$ cat config.mk
export PLATFORM = sky130hd
export DESIGN_NAME = regs_wb_flat
export DESIGN_NICKNAME = d
export VERILOG_FILES = /design/src/rtl/regs_wb_if.sv /design/src/rtl/regs_wb.sv /design/src/flat_wrapper.sv
export SDC_FILE = /design/constraint.sdc
export NUM_CORES = 1
export LEC_CHECK = 0
export ABC_AREA = 1
export BUFFER_PORTS_ARGS = -buffer_cell sky130_fd_sc_hd__buf_2
export CORE_MARGIN = 5
export CORE_UTILIZATION = 50
export DETAILED_ROUTE_END_ITERATION = 7
export PLACE_DENSITY_LB_ADDON = 0.15
export SLEW_MARGIN = 20
export SYNTH_ARGS = -nofsm -noshare
export SYNTH_HDL_FRONTEND = slang
export SYNTH_SLANG_ARGS = --single-unit
$ cat constraint.sdc
create_clock -name i_clk -period 4.15 [get_ports i_clk]
set_clock_uncertainty 0.05 [all_clocks]
set_input_delay 0.6225 -clock i_clk [delete_from_list [all_inputs] [get_ports i_clk]]
set_output_delay 0.6225 -clock i_clk [all_outputs]
set_load 0.01 [all_outputs]
$ cat src/rtl/regs_wb_if.sv
// Execute/LSU/decode/register-file bundle for the regs_wb write-back arbiter.
// i_* are driven toward the arbiter, o_* come back from it.
interface regs_wb_if #(
    parameter int DATA_WIDTH  = 32,
    parameter int INDEX_WIDTH = 5,
    parameter int FIFO_DEPTH  = 4
);
    localparam int CW = $clog2(FIFO_DEPTH) + 1;

    // Load handshake: a result transfers on any rising clock edge where
    // i_ld_valid and o_ld_ready are both 1; ALU results have no ready and are always taken.
    logic                   i_alu_valid;
    logic [INDEX_WIDTH-1:0] i_alu_index;
    logic [DATA_WIDTH-1:0]  i_alu_data;
    logic                   i_ld_valid;
    logic [INDEX_WIDTH-1:0] i_ld_index;
    logic [DATA_WIDTH-1:0]  i_ld_data;
    logic                   o_ld_ready;
    logic                   i_issue_valid;
    logic [INDEX_WIDTH-1:0] i_issue_index;
    logic [INDEX_WIDTH-1:0] i_chk_index1;
    logic                   o_busy1;
    logic [INDEX_WIDTH-1:0] i_chk_index2;
    logic                   o_busy2;
    logic [INDEX_WIDTH-1:0] o_wr_index;
    logic [DATA_WIDTH-1:0]  o_wr_data;
    logic                   o_wr_enable;
    logic [CW-1:0]          o_fifo_count;

    modport slave (
        input  i_alu_valid, i_alu_index, i_alu_data,
        input  i_ld_valid, i_ld_index, i_ld_data,
        output o_ld_ready,
        input  i_issue_valid, i_issue_index,
        input  i_chk_index1, i_chk_index2,
        output o_busy1, o_busy2,
        output o_wr_index, o_wr_data, o_wr_enable, o_fifo_count
    );

    modport master (
        output i_alu_valid, i_alu_index, i_alu_data,
        output i_ld_valid, i_ld_index, i_ld_data,
        input  o_ld_ready,
        output i_issue_valid, i_issue_index,
        output i_chk_index1, i_chk_index2,
        input  o_busy1, o_busy2,
        input  o_wr_index, o_wr_data, o_wr_enable, o_fifo_count
    );
endinterface

$ cat src/rtl/regs_wb.sv
// Write-back arbiter: ALU results beat buffered load results onto the single register-file
// write port; a pending scoreboard tracks issued loads. Define REGS_WB_BYPASS_EN for load bypass.
module regs_wb #(
    parameter int DATA_WIDTH  = 32,
    parameter int INDEX_WIDTH = 5,
    parameter int FIFO_DEPTH  = 4
) (
    input  logic         i_clk,
    input  logic         i_rst,
    regs_wb_if.slave     bus
);
    localparam int PW   = $clog2(FIFO_DEPTH);
    localparam int CW   = PW + 1;
    localparam int NREG = 1 << INDEX_WIDTH;

    logic [DATA_WIDTH-1:0]  r_fifo_data  [FIFO_DEPTH];
    logic [INDEX_WIDTH-1:0] r_fifo_index [FIFO_DEPTH];
    logic [PW-1:0]          r_rd_ptr;
    logic [PW-1:0]          r_wr_ptr;
    logic [CW-1:0]          r_count;
    logic [NREG-1:0]        r_pending;
    logic                   r_wr_enable;
    logic                   r_wr_from_ld;
    logic [INDEX_WIDTH-1:0] r_wr_index;
    logic [DATA_WIDTH-1:0]  r_wr_data;

    logic                   w_ld_ready;
    logic                   w_ld_accept;
    logic                   w_alu_write;
    logic                   w_pop;
    logic                   w_push;
    logic                   w_bypass;
    logic [NREG-1:0]        w_pending_next;

    // Ready looks only at the registered count; a pop this cycle does not free a slot early.
    assign w_ld_ready  = i_rst & (r_count < CW'(FIFO_DEPTH));
    assign w_ld_accept = bus.i_ld_valid & w_ld_ready;
    assign w_alu_write = bus.i_alu_valid & (bus.i_alu_index != '0);
    assign w_pop       = ~w_alu_write & (r_count != '0);

`ifdef REGS_WB_BYPASS_EN
    assign w_bypass = w_ld_accept & (r_count == '0) & ~bus.i_alu_valid
                      & (bus.i_ld_index != '0);
`else
    assign w_bypass = 1'b0;
`endif

    // Loads to x0 are handshaken but never stored.
    assign w_push = w_ld_accept & (bus.i_ld_index != '0) & ~w_bypass;

    always_comb begin
        w_pending_next = r_pending;
        if (r_wr_enable && r_wr_from_ld) begin
            w_pending_next[r_wr_index] = 1'b0;
        end
        if (bus.i_issue_valid && (bus.i_issue_index != '0)) begin
            w_pending_next[bus.i_issue_index] = 1'b1;
        end
    end

    always_ff @(posedge i_clk) begin
        if (w_push) begin
            r_fifo_data[r_wr_ptr]  <= bus.i_ld_data;
            r_fifo_index[r_wr_ptr] <= bus.i_ld_index;
        end
    end

    always_ff @(posedge i_clk) begin
        if (!i_rst) begin
            r_rd_ptr     <= '0;
            r_wr_ptr     <= '0;
            r_count      <= '0;
            r_pending    <= '0;
            r_wr_enable  <= 1'b0;
            r_wr_from_ld <= 1'b0;
            r_wr_index   <= '0;
            r_wr_data    <= '0;
        end else begin
            r_pending <= w_pending_next;
            if (w_push) begin
                r_wr_ptr <= r_wr_ptr + 1'b1;
            end
            if (w_pop) begin
                r_rd_ptr <= r_rd_ptr + 1'b1;
            end
            case ({w_push, w_pop})
                2'b10:   r_count <= r_count + 1'b1;
                2'b01:   r_count <= r_count - 1'b1;
                default: r_count <= r_count;
            endcase
            if (w_alu_write) begin
                r_wr_enable  <= 1'b1;
                r_wr_from_ld <= 1'b0;
                r_wr_index   <= bus.i_alu_index;
                r_wr_data    <= bus.i_alu_data;
            end else if (w_pop) begin
                r_wr_enable  <= 1'b1;
                r_wr_from_ld <= 1'b1;
                r_wr_index   <= r_fifo_index[r_rd_ptr];
                r_wr_data    <= r_fifo_data[r_rd_ptr];
            end else if (w_bypass) begin
                r_wr_enable  <= 1'b1;
                r_wr_from_ld <= 1'b1;
                r_wr_index   <= bus.i_ld_index;
                r_wr_data    <= bus.i_ld_data;
            end else begin
                r_wr_enable  <= 1'b0;
                r_wr_from_ld <= 1'b0;
            end
        end
    end

    assign bus.o_ld_ready   = w_ld_ready;
    assign bus.o_busy1      = (bus.i_chk_index1 != '0) & r_pending[bus.i_chk_index1];
    assign bus.o_busy2      = (bus.i_chk_index2 != '0) & r_pending[bus.i_chk_index2];
    assign bus.o_wr_index   = r_wr_index;
    assign bus.o_wr_data    = r_wr_data;
    assign bus.o_wr_enable  = r_wr_enable;
    assign bus.o_fifo_count = r_count;
endmodule
$ cat src/flat_wrapper.sv
// flat-port wrapper written by rule: the top's interface ports become plain ports
module regs_wb_flat 
#(
    parameter int DATA_WIDTH  = 32,
    parameter int INDEX_WIDTH = 5,
    parameter int FIFO_DEPTH  = 4
)
  (i_clk, i_rst, bus_i_alu_valid, bus_i_alu_index, bus_i_alu_data, bus_i_ld_valid, bus_i_ld_index, bus_i_ld_data, bus_o_ld_ready, bus_i_issue_valid, bus_i_issue_index, bus_i_chk_index1, bus_i_chk_index2, bus_o_busy1, bus_o_busy2, bus_o_wr_index, bus_o_wr_data, bus_o_wr_enable, bus_o_fifo_count);
  regs_wb_if #(.DATA_WIDTH(DATA_WIDTH), .INDEX_WIDTH(INDEX_WIDTH), .FIFO_DEPTH(FIFO_DEPTH)) bus_i ();
  input  logic i_clk;
  input  logic i_rst;
  input wire logic [$bits(bus_i.i_alu_valid)-1:0] bus_i_alu_valid;
  input wire logic [$bits(bus_i.i_alu_index)-1:0] bus_i_alu_index;
  input wire logic [$bits(bus_i.i_alu_data)-1:0] bus_i_alu_data;
  input wire logic [$bits(bus_i.i_ld_valid)-1:0] bus_i_ld_valid;
  input wire logic [$bits(bus_i.i_ld_index)-1:0] bus_i_ld_index;
  input wire logic [$bits(bus_i.i_ld_data)-1:0] bus_i_ld_data;
  output wire logic [$bits(bus_i.o_ld_ready)-1:0] bus_o_ld_ready;
  input wire logic [$bits(bus_i.i_issue_valid)-1:0] bus_i_issue_valid;
  input wire logic [$bits(bus_i.i_issue_index)-1:0] bus_i_issue_index;
  input wire logic [$bits(bus_i.i_chk_index1)-1:0] bus_i_chk_index1;
  input wire logic [$bits(bus_i.i_chk_index2)-1:0] bus_i_chk_index2;
  output wire logic [$bits(bus_i.o_busy1)-1:0] bus_o_busy1;
  output wire logic [$bits(bus_i.o_busy2)-1:0] bus_o_busy2;
  output wire logic [$bits(bus_i.o_wr_index)-1:0] bus_o_wr_index;
  output wire logic [$bits(bus_i.o_wr_data)-1:0] bus_o_wr_data;
  output wire logic [$bits(bus_i.o_wr_enable)-1:0] bus_o_wr_enable;
  output wire logic [$bits(bus_i.o_fifo_count)-1:0] bus_o_fifo_count;
  assign bus_i.i_alu_valid = bus_i_alu_valid;
  assign bus_i.i_alu_index = bus_i_alu_index;
  assign bus_i.i_alu_data = bus_i_alu_data;
  assign bus_i.i_ld_valid = bus_i_ld_valid;
  assign bus_i.i_ld_index = bus_i_ld_index;
  assign bus_i.i_ld_data = bus_i_ld_data;
  assign bus_o_ld_ready = bus_i.o_ld_ready;
  assign bus_i.i_issue_valid = bus_i_issue_valid;
  assign bus_i.i_issue_index = bus_i_issue_index;
  assign bus_i.i_chk_index1 = bus_i_chk_index1;
  assign bus_i.i_chk_index2 = bus_i_chk_index2;
  assign bus_o_busy1 = bus_i.o_busy1;
  assign bus_o_busy2 = bus_i.o_busy2;
  assign bus_o_wr_index = bus_i.o_wr_index;
  assign bus_o_wr_data = bus_i.o_wr_data;
  assign bus_o_wr_enable = bus_i.o_wr_enable;
  assign bus_o_fifo_count = bus_i.o_fifo_count;
  regs_wb #(.DATA_WIDTH(DATA_WIDTH), .INDEX_WIDTH(INDEX_WIDTH), .FIFO_DEPTH(FIFO_DEPTH)) u_core (.i_clk(i_clk), .i_rst(i_rst), .bus(bus_i));
endmodule
== After elaboration in Yosys (flattened, before gate mapping) ==
Memory sizes are Yosys's and may differ from the RTL's. A register that Yosys moved wholly into a read port is not among the register bits.
Index checks and enable logic that the tools add are counted.
Cells by class
  mux-type cells: 23
  shift operators: 0
  eq/ne operators: 2
  multiply operators: 0
  reductions and logical operators: 13
  divide/modulo/power cells: 0
  add/subtract/negate cells: 4
  order comparisons: 7
  bitwise gates (word level): 12
Operator list (number)
  two-way mux 32 bit: 4
  AND 32 bit: 1
  NOT 32 bit: 1
  OR 32 bit: 1
  nonzero test 5 bit: 5
  less-than comparator 5 x 6 -> 1 bit (second input constant): 4
  binary-select mux 1 bit (select 5 bit): 2
  demux 1 bit (select 5 bit): 2
  greater-or-equal comparator 5 x 1 -> 1 bit (second input constant): 2
  two-way mux 5 bit: 2
  two-way mux 1 bit: 8
  two-way mux 2 bit: 4
  AND 1 bit: 7
  case mux 3 bit (2 select lines): 1
  adder 2 x 1 -> 2 bit (second input constant): 2
  logical AND 1 bit: 4
  nonzero test 2 bit: 2
  adder 3 x 1 -> 3 bit (second input constant): 1
  less-than comparator 3 bit (second input constant): 1
  nonzero test 3 bit: 1
  subtractor 3 x 1 -> 3 bit (second input constant): 1
  equality test 2 x 1 -> 1 bit (second input constant): 1
  equality test 2 bit (second input constant): 1
  NOT 1 bit: 2
  OR reduction 2 bit: 1
Word-level totals
  memories: 2
  logic and storage cells: 71
  flip-flop bits (word level): 78
  bits in writable memories: 148
  ROM bits: 0
  bits in latches: 0
Memory list
  u_core.r_fifo_data: words 4, bits a word 32, read ports 1, clocked after Yosys merged registers in 1, write ports 1, line regs_wb.sv:16  | logic [DATA_WIDTH-1:0] r_fifo_data [FIFO_DEPTH];
  u_core.r_fifo_index: words 4, bits a word 5, read ports 1, clocked after Yosys merged registers in 1, write ports 1, line regs_wb.sv:17  | logic [INDEX_WIDTH-1:0] r_fifo_index [FIFO_DEPTH];

== Depth between registers and ports, before layout ==
Gate-level depths: netlist of run 1.
  depth after elaboration: 9
  mapped depth: 13
  mapped depth without buffers: 12

== Worst setup path after synthesis of run 1 ==
OpenSTA, ideal clock, no wires.
  kind: input to register
  start point: input i_rst
  end point: memory u_core.r_fifo_data[0][0] (enable)
  arrival: 2.840 ns
  stages on the path: 5
  setup time: 0.431 ns
  path slack: 0.829 ns
  path through: buf_4 -> inv_4 -> nor2_1 -> nand3_2 -> nor2_1
On the way
  longest elaborated chain between the ends: 5
RTL lines
  from (decl): line flat_wrapper.sv:11  | input logic i_rst;
  AND 1 bit: line regs_wb.sv:36  | assign w_ld_ready = i_rst & (r_count < CW'(FIFO_DEPTH));
  named net bus_o_ld_ready: line flat_wrapper.sv:18  | output wire logic [$bits(bus_i.o_ld_ready)-1:0] bus_o_ld_ready;
  AND 1 bit: line regs_wb.sv:37  | assign w_ld_accept = bus.i_ld_valid & w_ld_ready;
  AND 1 bit: line regs_wb.sv:49  | assign w_push = w_ld_accept & (bus.i_ld_index != '0) & ~w_bypass;
  two-way mux 1 bit: line regs_wb.sv:62  | if (w_push) begin
  two-way mux 1 bit (not written as such): line regs_wb.sv:63  | r_fifo_data[r_wr_ptr] <= bus.i_ld_data;
  to (decl): line regs_wb.sv:16
The timed path passes the listed nets, and every way through them passes these cells.

== Worst setup path in the final report of run 1 ==
  start point: input bus_i_chk_index2[1]
  end point: output bus_o_busy2
On the way
  longest elaborated chain between the ends: 3
  elaborated cells between the ends (all ways): 4
  those cells by class: mux: 2; bitwise: 1; reduce/logical: 1
RTL lines
  from (decl): line flat_wrapper.sv:22  | input wire logic [$bits(bus_i.i_chk_index2)-1:0] bus_i_chk_index2;
  binary-select mux 1 bit (select 5 bit): line regs_wb.sv:115  | assign bus.o_busy2 = (bus.i_chk_index2 != '0) & r_pending[bus.i_chk_index2];
  two-way mux 1 bit (not written as such): line regs_wb.sv:115
  AND 1 bit (*): line regs_wb.sv:115
  to (decl): line flat_wrapper.sv:24  | output wire logic [$bits(bus_i.o_busy2)-1:0] bus_o_busy2;
Mark *: on every way between the ends. The rest lies on a longest branch, timed or not. The select of a mux whose other input is x is not followed.

==> results of run 1 <==
stage by stage:
step	power [uW]	utilization	cells	instance area, um2	setup WS, ns
after floorplan	3796	-	1081	9966	0.8285
after global placement	4249	0.5525	1441	10790	1.386
after detailed placement	4272	0.5525	1441	10790	1.336
after CTS	6362	0.5932	1485	11580	1.636
after global routing	6654	0.5934	1486	11590	1.485
final	6312	0.5934	1486	11590	1.610
registers in the layout, indices dropped and copies added, names as in the netlist, named ones only:
name and flops:
u_core.bus.o_wr_data 32, u_core.bus.o_fifo_count 3, u_core.r_fifo_index 20, u_core.bus.o_wr_index 5, u_core.r_wr_ptr 2, u_core.r_pending 32
u_core.r_fifo_data 128, u_core.r_wr_from_ld 1, u_core.bus.o_wr_enable 1, u_core.r_rd_ptr 2
area by class of cell:
type                       instances  area share
antenna                            1   0.0002160
clock buffer                      41     0.06523
clock inverter                     3    0.003456
inverter                          94     0.03089
multi-input combinational        708      0.2847
sequential                       228      0.5219
tap                              265     0.02862
timing repair buffer             146     0.06501
worst paths after layout:
check                                               from                         to  cells past startpoint  slack [ns]
worst min register to register  u_core.bus.o_wr_data[31]   u_core.bus.o_wr_data[31]                      2        0.42
worst max-delay path                 bus_i_chk_index2[1]                bus_o_busy2                      9        1.61
worst max register to register                 flip-flop   u_core.bus.o_wr_index[2]                      8        1.94
worst min-delay path                   bus_i_ld_data[14]  u_core.r_fifo_data[2][14]                      1        0.26
worst reg2reg max path: stages (launching register included):
cell and delay, ns:
dfxtp_2 0.33, inv_2 0.39, buf_4 0.51, o21ai_0 0.13, o21ai_0 0.38, nand2_1 0.15, nand3_1 0.09, nand2_1 0.05
inv_1 0.07
where the power goes:
part,total (uW),internal [uW],switching (uW)
combinational,1470,447,1020
sequential,2760,2650,115
clock,2090,1240,847
total,6310,4330,1980
synth_stat cells (11+ instances only):
| cell | number | share of area |
|---|---|---|
| inv_1 | 82 | 0.031 |
| nand3_1 | 98 | 0.049 |
| or2_0 | 12 | 0.0075 |
| buf_2 | 18 | 0.0090 |
| nor2_1 | 155 | 0.058 |
| dfxtp_1 | 80 | 0.16 |
| o211ai_1 | 15 | 0.011 |
| o21ai_0 | 129 | 0.065 |
| a21oi_1 | 44 | 0.022 |
| edfxtp_1 | 148 | 0.45 |
| nand2_1 | 208 | 0.078 |
| buf_4 | 12 | 0.0090 |
| o21ai_1 | 11 | 0.0055 |
per-layer routing:
layer	share of wire	track usage	wire length, um	vias to the layer above
li1	-	-	-	3865
met1	0.46	0.3069	11390	3674
met2	0.45	0.3343	11180	270
met3	0.069	0.03411	1731	39
met4	0.024	0.05984	609	2
met5	0.00028	0	7	-
cell families after synthesis:
logic type,Yosys count
and+or+nand+nor,496
AOI/OAI and AO/OA,204
DFF,228
buffers and inverters,145
adders and majority gates,6
xor gates and xnor gates,2
==> out/metrics.yaml, run 1 <==
rsz0062_at_grt: "false"
drc_errors: 0
fp-row-count: 51
worstPathRequired_ns: 3.48
n_fill_cell: 1731
seq_area_frac_synth: 0.6067
muxShareOfSynthArea: 0
cts.clk_slew.worst_paths_ns: 0.06
grtUsageTotal: 0.2124
wl_per_cell_um: 16.77
yosys_warnings: 0
clock_sink_count: 228
slew_headroom: 0.3371
slew_viol_final: 0
first_pass_iters: 5
portBuffers: 137
routed_via_density: 5.283
seqCellArea_mm2: 0.006047
drive_above_1_share: 0.1721
min_period_over_period: 0.6120
hpwl_um: 15590
vias: 7850
syn-cell-area_mm2: 0.009966
setup_viol: 0
synth_fa_ha_area_frac: 0.008286
grt_pass1_vias: 7213
hold_class: "in2reg"
critPathTopFamily: "buffers and inverters"
core_area_mm2: 0.01953
ir_worst_vdd_uv: 384.2
wl_um: 24930
synth_top_family_by_area: "simple AND/OR/NAND/NOR gates"
synth_cells: 1081
cts_resized: 0
dieArea_mm2: 0.02286
finalCriticalPeriod_ns: 2.540
p_leak_uw: 0.004742
hold_viol: 0
slowest_stage: "clkinv_1"
gr-total-overflow: 0
pwr_density_cell_mw_per_mm2: 544.8
grt_pass1_wl_um: 38100
initial_core_util: 0.5104
synth_cell_type_count: 34
syn-num-nets: 1181
most-common-layout-cells: "208 x nand2_1, 151 x nor2_1, 148 x edfxtp_1"
synth_ff_type: "edfxtp_1"
cts-root-buf: "clkbuf_16"
cp_max_fo: 9
worst_ep_arrival_time_ns: 1.87
ys_seq_elements: 228
cts_hold_buf: 0
htree_levels: 1
final_common_cell: "nand2_1"
die_w_um: 151.2
ios: 138
critical_path_buf_inv_count: 3
ant_nets: 0
synth-simple-area-share: 0.2109
slowest_delay_ns: 0.34
tritoncts: "built"
cp-start-kind: "primary input"
antenna_found_initial: 2
synth_xor_area_frac: 0.001758
synth_edf_count: 148
worstSetupEndpointType: "output pin"
cts_buffer_depth: 3
initialDrtViolationCount: 521
cts_buffers: 24
synth_area_per_cell_um2: 9.219
crit_type: "in2out"
cts_setup_buffers: 0
async_reset_ff_frac: 0
outcome: "finished clean"
max_freq_mhz: 393.7
path_cells: "buf_2 -> clkinv_1 -> nand3_1 -> nand3_1 -> nand3_1 -> nand2_1 -> nand2_1 -> nand2_1 -> buf_2"
fin_tns_setup_ns: 0
fin_hold_ws_ns: 0.2626
cap_violations: 0
globalplace.congestion: 0.8617
grt_start_max_net_pins: 75
nets: 1302
synthToLayoutAreaGrowth_pct: 16.26
synth-compound-area-share: 0.1070
multi_input_area_mm2: 0.003298
worst_slew_pin_slew_ns: 0.9867
clk_latency_ns: 0.52
die_h_um: 151.2
Power figures use the tool's default switching activity.
==> inputs of run 2 (changes only) <==
clock period = 2.1 ns   (was 4.15 ns; I/O delays follow)
==> out/metrics.yaml, run 2 (synthesis results as in run 1) <==
outcome: "finished clean"
setup_viol: 0  # unchanged
min_period_over_period: 0.9343
grt_pass1_vias: 7496  # +3.9%
cp_max_fo: 5  # -4
p_leak_uw: 0.005007  # +5.6%
ios: 138  # unchanged
ir_worst_vdd_uv: 655.4  # +71%
place_ws_ns: -0.1341  # -1.470 ns
hold_viol: 0  # unchanged
hold_class: "in2reg"
max_freq_mhz: 509.7
globalplace.congestion: 0.8350  # -3.1%
crit_type: "in2reg"
worstPathRequired_ns: 2.43  # -1.05 ns
worst_ep_arrival_time_ns: 2.30  # +0.43 ns
dpl_cell_area_mm2: 0.01109  # +2.8%
portBuffers: 137  # unchanged
grt_start_max_net_pins: 75  # unchanged
design_area_mm2: 0.01218  # +5.1%
cp-start-kind: "primary input"
first_pass_iters: 5  # unchanged
slew_headroom: 0.5577  # +0.2205
finalCriticalPeriod_ns: 1.962
cts-root-buf: "clkbuf_16"
die_h_um: 151.2  # unchanged
cap_violations: 0  # unchanged
cts.clk_slew.worst_paths_ns: 0.06  # about the same
hpwl_um: 15410  # -1.1%
grt_pass1_wl_um: 38350  # +0.65%
multi_input_area_mm2: 0.003301  # about the same
antenna_found_initial: 1  # -1
cts_buffer_depth: 3  # unchanged
final_common_cell: "nand2_1"
die_w_um: 151.2  # unchanged
final_util: 0.6236  # +0.03024
vias: 7887  # +0.47%
pwr_density_cell_mw_per_mm2: 1029  # +89%
n_fill_cell: 1703  # -1.6%
nets: 1363  # +4.7%
cts_buffers: 24  # unchanged
rsz0062_at_grt: "false"
worstSetupEndpointType: "flip-flop"
slew_viol_final: 0  # unchanged
gr-total-overflow: 0  # unchanged
wl_per_cell_um: 15.65  # -6.7%
initial_core_util: 0.5104  # unchanged
tritoncts: "built"
dp_cells: 1468  # +1.9%
routed_via_density: 5.098  # -3.5%
drc_errors: 0  # unchanged
grtUsageTotal: 0.2116  # -0.0008291
initialDrtViolationCount: 570  # +9.4%
drive_above_1_share: 0.1827  # +0.01054
clock_sink_count: 228  # unchanged
most-common-layout-cells: "208 x nand2_1, 150 x nor2_1, 148 x edfxtp_1"
layout_setup_ws_ns: 0.1381  # -1.472 ns
largest_reg_flops: 128  # unchanged
largest_register: "u_core.r_fifo_data"
seqCellArea_mm2: 0.006047  # unchanged
ant_nets: 0  # unchanged
clk_latency_ns: 0.51  # about the same
dieArea_mm2: 0.02286  # unchanged
core_area_mm2: 0.01953  # unchanged
htree_levels: 1  # unchanged
final_cells: 1547  # +4.1%
synthToLayoutAreaGrowth_pct: 22.18
worst_slew_pin_slew_ns: 0.6599  # -0.3268 ns
fp-row-count: 51  # unchanged
wl_um: 24210  # -2.9%
==> run 2: cell types whose count changed in the layout (fill, tap and decap cells not counted), sizes merged <==
cell	delta
buf	+27
clkbuf	-2
clkinvlp	+2
dlygate4sd3	+34
==> run 2: final cells by class <==
type / count / area share
Inverter: 94 / 0.02939
Sequential cell: 228 / 0.4966
Multi-Input combinational cell: 708 / 0.2711
Tap cell: 265 / 0.02723
Clock inverter: 5 / 0.002466
Antenna cell: 1 / 0.0002055
Clock buffer: 39 / 0.05816
Timing Repair Buffer: 207 / 0.1149
==> run 2: report_power, final <==
| part | internal [uW] | switching, uW | total [uW] |
|---|---|---|---|
| clock | 2300 | 1640 | 3940 |
| sequential | 5220 | 216 | 5440 |
| combinational | 1150 | 2010 | 3150 |
| total | 8680 | 3860 | 12500 |
==> run 2: routing by layer <==
layer	part of all wire	track usage	wire length, um
met4	0.017	0.06074	417
met3	0.068	0.03890	1648
met1	0.45	0.2945	10800
met2	0.47	0.3416	11340
met5	0	0	0
==> run 2: timing repair <==
| action | 4_1_cts | 5_1_grt |
|---|---|---|
| hold endpoints to repair | 136 | 0 |
| endpoints found under the setup margin | 0 | 1 |
| resized for setup | 0 | 2 |
| buffers inserted | 0 | 1 |
| hold buffers | 34 | 0 |
==> run 2: path summary, 6_finish.rpt <==
check	startpoint	endpoint	slack [ns]	cells past startpoint
setup / recovery	bus_i_ld_index[0]	u_core.bus.o_fifo_count[2]	0.14	12
hold / removal	bus_i_alu_data[10]	u_core.bus.o_wr_data[10]	0.04	5
setup reg to reg	u_core.bus.o_fifo_count[1]	u_core.bus.o_fifo_count[2]	0.26	11
hold reg to reg	u_core.bus.o_wr_data[3]	u_core.bus.o_wr_data[3]	0.41	2
==> run 2: stage by stage <==
stage          setup TNS [ns]  power, uW  hold WS (ns)
5_1_grt                     0      13270       0.04035
3_3_place_gp          -0.2003       8625        0.4026
2_1_floorplan          -49.82       7502        0.3639
4_1_cts                     0      12650       0.03280
3_5_place_dp          -0.3822       8660        0.4063
6_report                    0      12540       0.04374
==> run 2: worst max-delay path, cell delays in order <==
cell           delay (ns)
dlygate4sd3_1        0.55
buf_2                0.15
nor2_2               0.08
nand2_1              0.09
nand3_2              0.11
ha_1                 0.14
inv_1                0.05
fa_1                 0.37
a21oi_1              0.14
o21ai_1              0.09
xor2_1               0.14
nor2_1               0.05
